==> src/rtl/entropy_prng.sv <==
// entropy_prng: folds a Galois LFSR, stirred by the pool's e_bit stream, into random words.
// Define ENTROPY_PRNG_HEALTH_EN to enable the repetition-count health test.
module entropy_prng #(
  parameter int                 STATE_W    = 32,
  parameter int                 WB_WIDTH   = 32,
  parameter logic [STATE_W-1:0] TAPS       = STATE_W'(32'h80200003),
  parameter logic [STATE_W-1:0] SEED       = STATE_W'(32'h00000001),
  parameter int                 MIX_CYCLES = 4,
  parameter int                 REP_LIMIT  = 32
) (
  input  logic                clk,
  input  logic                rst_n,
  input  logic                e_bit,
  input  logic                rnd_ready,
  output logic                rnd_valid,
  output logic [WB_WIDTH-1:0] rnd_word,
  output logic                health_fail
);

  localparam int CW = $clog2(MIX_CYCLES) + 1;

  typedef enum logic {
    MIX,
    HOLD
  } fsm_t;

  if (SEED == '0 || MIX_CYCLES < 1 || REP_LIMIT < 2 ||
      STATE_W < WB_WIDTH || STATE_W > 2 * WB_WIDTH) begin : g_bad_cfg
    $error("entropy_prng: illegal parameter set");
  end

  logic [STATE_W-1:0]    state;
  logic [STATE_W-1:0]    nxt;
  logic [STATE_W-1:0]    mix;
  logic [STATE_W-1:0]    state_d;
  logic [2*WB_WIDTH-1:0] ext;
  logic [WB_WIDTH-1:0]   fold_d;
  logic [CW-1:0]         cnt;
  fsm_t                  fsm;

  // Galois step stirred with e_bit; the all-zero lock-up state is replaced by SEED
  always_comb begin
    nxt     = (state >> 1) ^ (state[0] ? TAPS : '0);
    mix     = nxt ^ {e_bit, {(STATE_W-1){1'b0}}};
    state_d = (mix == '0) ? SEED : mix;
  end

  // Fold the upcoming state down to one word: low half xor zero-extended high part
  always_comb begin
    ext                = '0;
    ext[STATE_W-1:0]   = state_d;
    fold_d             = ext[WB_WIDTH-1:0] ^ ext[2*WB_WIDTH-1:WB_WIDTH];
  end

  // LFSR state advances on every edge, independent of the handshake
  always_ff @(posedge clk or negedge rst_n) begin
    if (!rst_n) begin
      state <= SEED;
    end else begin
      state <= state_d;
    end
  end

  // Mix/hold sequencer with registered word and valid
  always_ff @(posedge clk or negedge rst_n) begin
    if (!rst_n) begin
      fsm       <= MIX;
      cnt       <= '0;
      rnd_valid <= 1'b0;
      rnd_word  <= '0;
    end else begin
      unique case (fsm)
        MIX: begin
          if (cnt == CW'(MIX_CYCLES - 1)) begin
            rnd_word  <= fold_d;
            rnd_valid <= 1'b1;
            cnt       <= '0;
            fsm       <= HOLD;
          end else begin
            cnt <= cnt + CW'(1);
          end
        end
        HOLD: begin
          if (rnd_ready) begin
            rnd_valid <= 1'b0;
            fsm       <= MIX;
          end
        end
        default: fsm <= MIX;
      endcase
    end
  end

`ifdef ENTROPY_PRNG_HEALTH_EN
  localparam int RW = $clog2(REP_LIMIT + 1);

  logic [RW-1:0] run;
  logic [RW-1:0] run_n;
  logic          prev;
  logic          fail_q;

  // Run length: restarts at 1 on the first sample or a bit change, saturates at the limit
  always_comb begin
    if (run == '0 || e_bit != prev) begin
      run_n = RW'(1);
    end else if (run == RW'(REP_LIMIT)) begin
      run_n = run;
    end else begin
      run_n = run + RW'(1);
    end
  end

  // Repetition-count tracking with a sticky alarm
  always_ff @(posedge clk or negedge rst_n) begin
    if (!rst_n) begin
      run    <= '0;
      prev   <= 1'b0;
      fail_q <= 1'b0;
    end else begin
      run  <= run_n;
      prev <= e_bit;
      if (run_n == RW'(REP_LIMIT)) begin
        fail_q <= 1'b1;
      end
    end
  end

  assign health_fail = fail_q;
`else
  assign health_fail = 1'b0;
`endif

endmodule

==> config.mk <==
export PLATFORM = sky130hd
export DESIGN_NAME = entropy_prng
export DESIGN_NICKNAME = d
export VERILOG_FILES = /design/src/rtl/entropy_prng.sv
export SDC_FILE = /design/constraint.sdc
export NUM_CORES = 1
export LEC_CHECK = 0
export ABC_AREA = 1
export ABC_CLOCK_PERIOD_IN_PS = 2090
export BUFFER_PORTS_ARGS = -buffer_cell sky130_fd_sc_hd__buf_2
export CELL_PAD_IN_SITES_DETAIL_PLACEMENT = 2
export CELL_PAD_IN_SITES_GLOBAL_PLACEMENT = 2
export CORE_MARGIN = 2
export CORE_UTILIZATION = 37
export DETAILED_ROUTE_END_ITERATION = 16
export PLACE_DENSITY_LB_ADDON = 0.1
export SLEW_MARGIN = 20
export SYNTH_ARGS = -nofsm -noshare
export SYNTH_HDL_FRONTEND = slang
export SYNTH_SLANG_ARGS = --single-unit
==> constraint.sdc <==
create_clock -name clk -period 2.09 [get_ports clk]
set_input_delay 0 -clock clk [delete_from_list [all_inputs] [get_ports clk]]
set_output_delay 0 -clock clk [all_outputs]
set_load 0.01 [all_outputs]
==> impl_metrics.json <==
{
  "tightest_slew_ps": 622,
  "synth_top_family_by_area": "simple AND/OR/NAND/NOR gates",
  "numPortBuffers": 36,
  "hold_viol_final": 0,
  "yosysTopAreaCell": "dfrtp_1",
  "hpwlAfterDp_mm": 3.33,
  "maxSlewViolCount": 0,
  "wl_per_cell_um": 13.9,
  "grt_usage_pct": 15.4,
  "fp-row-count": 30,
  "die_width_um": 87.0,
  "firstDrtPassIters": 4,
  "p_per_area_nw_per_um2": 1590,
  "synth_nets": 265,
  "synth_cells": 260,
  "grt_max_degree": 37,
  "criticalPathCategory": "flop to flop",
  "place_congestion": 0.677,
  "p_leak_nw": 1.53,
  "fillers": 718,
  "place_inst": 344,
  "antenna_left": 0,
  "drv_cap": 0,
  "ios": 38,
  "hp-class": "primary input to asynchronous set/reset pin",
  "rsz0062_at_grt": "false",
  "routed_wl_mm": 5.03,
  "core-area_sq_um": 6720,
  "yosysUniqueCellTypes": 22,
  "synthSimpleGateAreaFrac_pct": 21.6,
  "synth_xor_area_share_pct": 0,
  "start_util_pct": 37.9,
  "worstRegToRegCells": 5,
  "clockRootBuffer": "clkbuf_8",
  "ys_ff_latch": 69,
  "synth_compound_area_share_pct": 1.72,
  "htree_levels": 3,
  "ir_worst_vdd_v": 0.000562,
  "setup_viol": 0,
  "clock_latency_ps": 340,
  "fin_worst_skew_ps": 9.23,
  "routed-via-count": 1690,
  "cts_sinks": 69,
  "grt_pass1_vias": 1790,
  "area_growth_pct": 14.8,
  "netlist.area_leader.share_pct": 66.8,
  "path_max_fanout": 36,
  "first_iter_violations": 43,
  "critPathRequiredTime_ps": 2270,
  "ys_top_cells_by_area": "dfrtp_1 (67%), nand2_1 (15%), clkbuf_1 (4.1%)",
  "antenna_found_initial": 0,
  "dieArea_sq_um": 7560,
  "instances_no_fill": 362,
  "dp_slack_ps": 482,
  "clk_pin_slew_ps": 70,
  "syn_area_sq_um": 2550,
  "grt_pass1_wl_mm": 8.62,
  "cts-resized-gates": 0,
  "cts_tree": "yes",
  "relSlewSlack_pct": 58.5,
  "synth_warnings": 0,
  "setup_slack_ps": 503,
  "endpoint_kind": "flop",
  "grt_overflow": 0,
  "max_freq_mhz": 630,
  "fin_crit_sh_pct": 75.9,
  "syn_avg_cell_area_sq_um": 9.80,
  "die_h_um": 87.0,
  "drc": 0,
  "routed_via_density": 4.67,
  "start_kind": "flop",
  "cts.path.max_buffers": 2,
  "fin_crit_ps": 1590,
  "synthMuxAreaShare_pct": 0,
  "status": "complete, no violations",
  "synth_seq_area_share_pct": 67.8,
  "drive_gt1_share_pct": 24.5,
  "n_antenna_cell": 0,
  "num-nets-final": 283,
  "synth_fa_ha_area_share_pct": 0.491,
  "fin_setup_tns_ps": 0,
  "cts-buffers-inserted": 9,
  "arrival_ps": 1770
}
==> stage by stage <==
step	total power (W)	util (%)	instance area, sq um	hold slack [ps]
6_report	0.00466	43.5	2930	106
3_5_place_dp	0.00368	40.2	2700	-49.8
4_1_cts	0.00477	43.5	2930	113
2_1_floorplan	0.00322	-	2550	-296
3_3_place_gp	0.00360	40.2	2700	-54.0
5_1_grt	0.00506	43.5	2930	130
==> layer usage <==
metal	vias to the layer above	GRT usage (%)	part of all wire [%]	wire length [um]
met4	0	7.67	2.1	105
met1	857	20.5	48	2410
met3	9	4.83	3.7	188
met5	-	0	0	0
met2	30	22.6	46	2330
li1	794	-	-	-
==> cell usage after synthesis (all sizes together) <==
cell     instances
nand4            2
a2bb2oi          1
buf              7
ha               1
inv             12
conb             1
nand2          111
o21ai            4
clkbuf          28
dfstp            1
nand3            2
dfrtp           68
a21oi            3
nor2            19
==> worst paths after layout <==
path	startpoint	end	slack, ps
hold reg to reg	state[27]$_DFF_PN0_	state[26]$_DFF_PN0_	400
setup reg to reg	cnt[0]$_DFFE_PN0N_	fsm$_DFF_PN0_	500
hold / removal	rst_n	cnt[2]$_DFFE_PN0N_	110
min in group clk	rnd_ready	rnd_valid$_DFFE_PN0P_	400
max in group asynchronous	rst_n	state[24]$_DFF_PN0_	1360
setup / recovery	cnt[0]$_DFFE_PN0N_	fsm$_DFF_PN0_	500
==> worst max-delay path, cell delays in order, from the launching register on <==
cell and delay [ps]:
dfrtp_1 400, ha_1 220, nand2_1 150, nor2_4 50, inv_2 460, o21ai_1 150
==> power by group <==
| group | switching [W] | leakage, nW | internal [W] | total, W |
|---|---|---|---|---|
| clock | 0.000474 | 0.102 | 0.000588 | 0.00106 |
| combinational | 0.000835 | 0.607 | 0.000508 | 0.00134 |
| sequential | 0.000355 | 0.822 | 0.00190 | 0.00226 |
| total | 0.00166 | 1.53 | 0.00300 | 0.00466 |
==> registers in the layout (all words and copies together) (netlist names) <==
signal,flops
rnd_word,32
state,32
cnt,3
fsm,1
rnd_valid,1
==> cells by family (layout without fill, tap and decap cells) <==
| kind of cell | count (synthesis) | count (layout) |
|---|---|---|
| compound gates | 8 | 8 |
| fa+ha+maj | 1 | 1 |
| buf+inv | 47 | 69 |
| flops | 69 | 69 |
| other cells | 1 | 1 |
| simple gates | 134 | 134 |
==> timing repair <==
action	CTS	global route
hold buffers	3	0
hold endpoints to repair	50	0
buffers inserted	0	0
==> final cells by class <==
| type | instances | area [sq um] | area share (%) |
|---|---|---|---|
| Timing Repair Buffer | 42 | 245 | 8.38 |
| Inverter | 12 | 45.0 | 1.54 |
| Clock buffer | 15 | 196 | 6.72 |
| Sequential cell | 69 | 1730 | 59.1 |
| Tap cell | 80 | 100 | 3.42 |
| Multi-Input combinational cell | 144 | 611 | 20.9 |
==> cells in the final DEF, fill, tap and decap left out, types with 2 or more instances in the layout <==
cell type      instances
buf_2                 36
nor2_2                 2
dlygate4sd3_1          3
buf_4                  2
nor2_4                 2
nand2_2                6
nor2_1                15
clkbuf_8              14
nand4_1                2
o21ai_1                4
dfrtp_1               68
inv_2                  4
a21oi_1                3
nand2_1              105
inv_1                  8
Power figures use the tool's default switching activity.
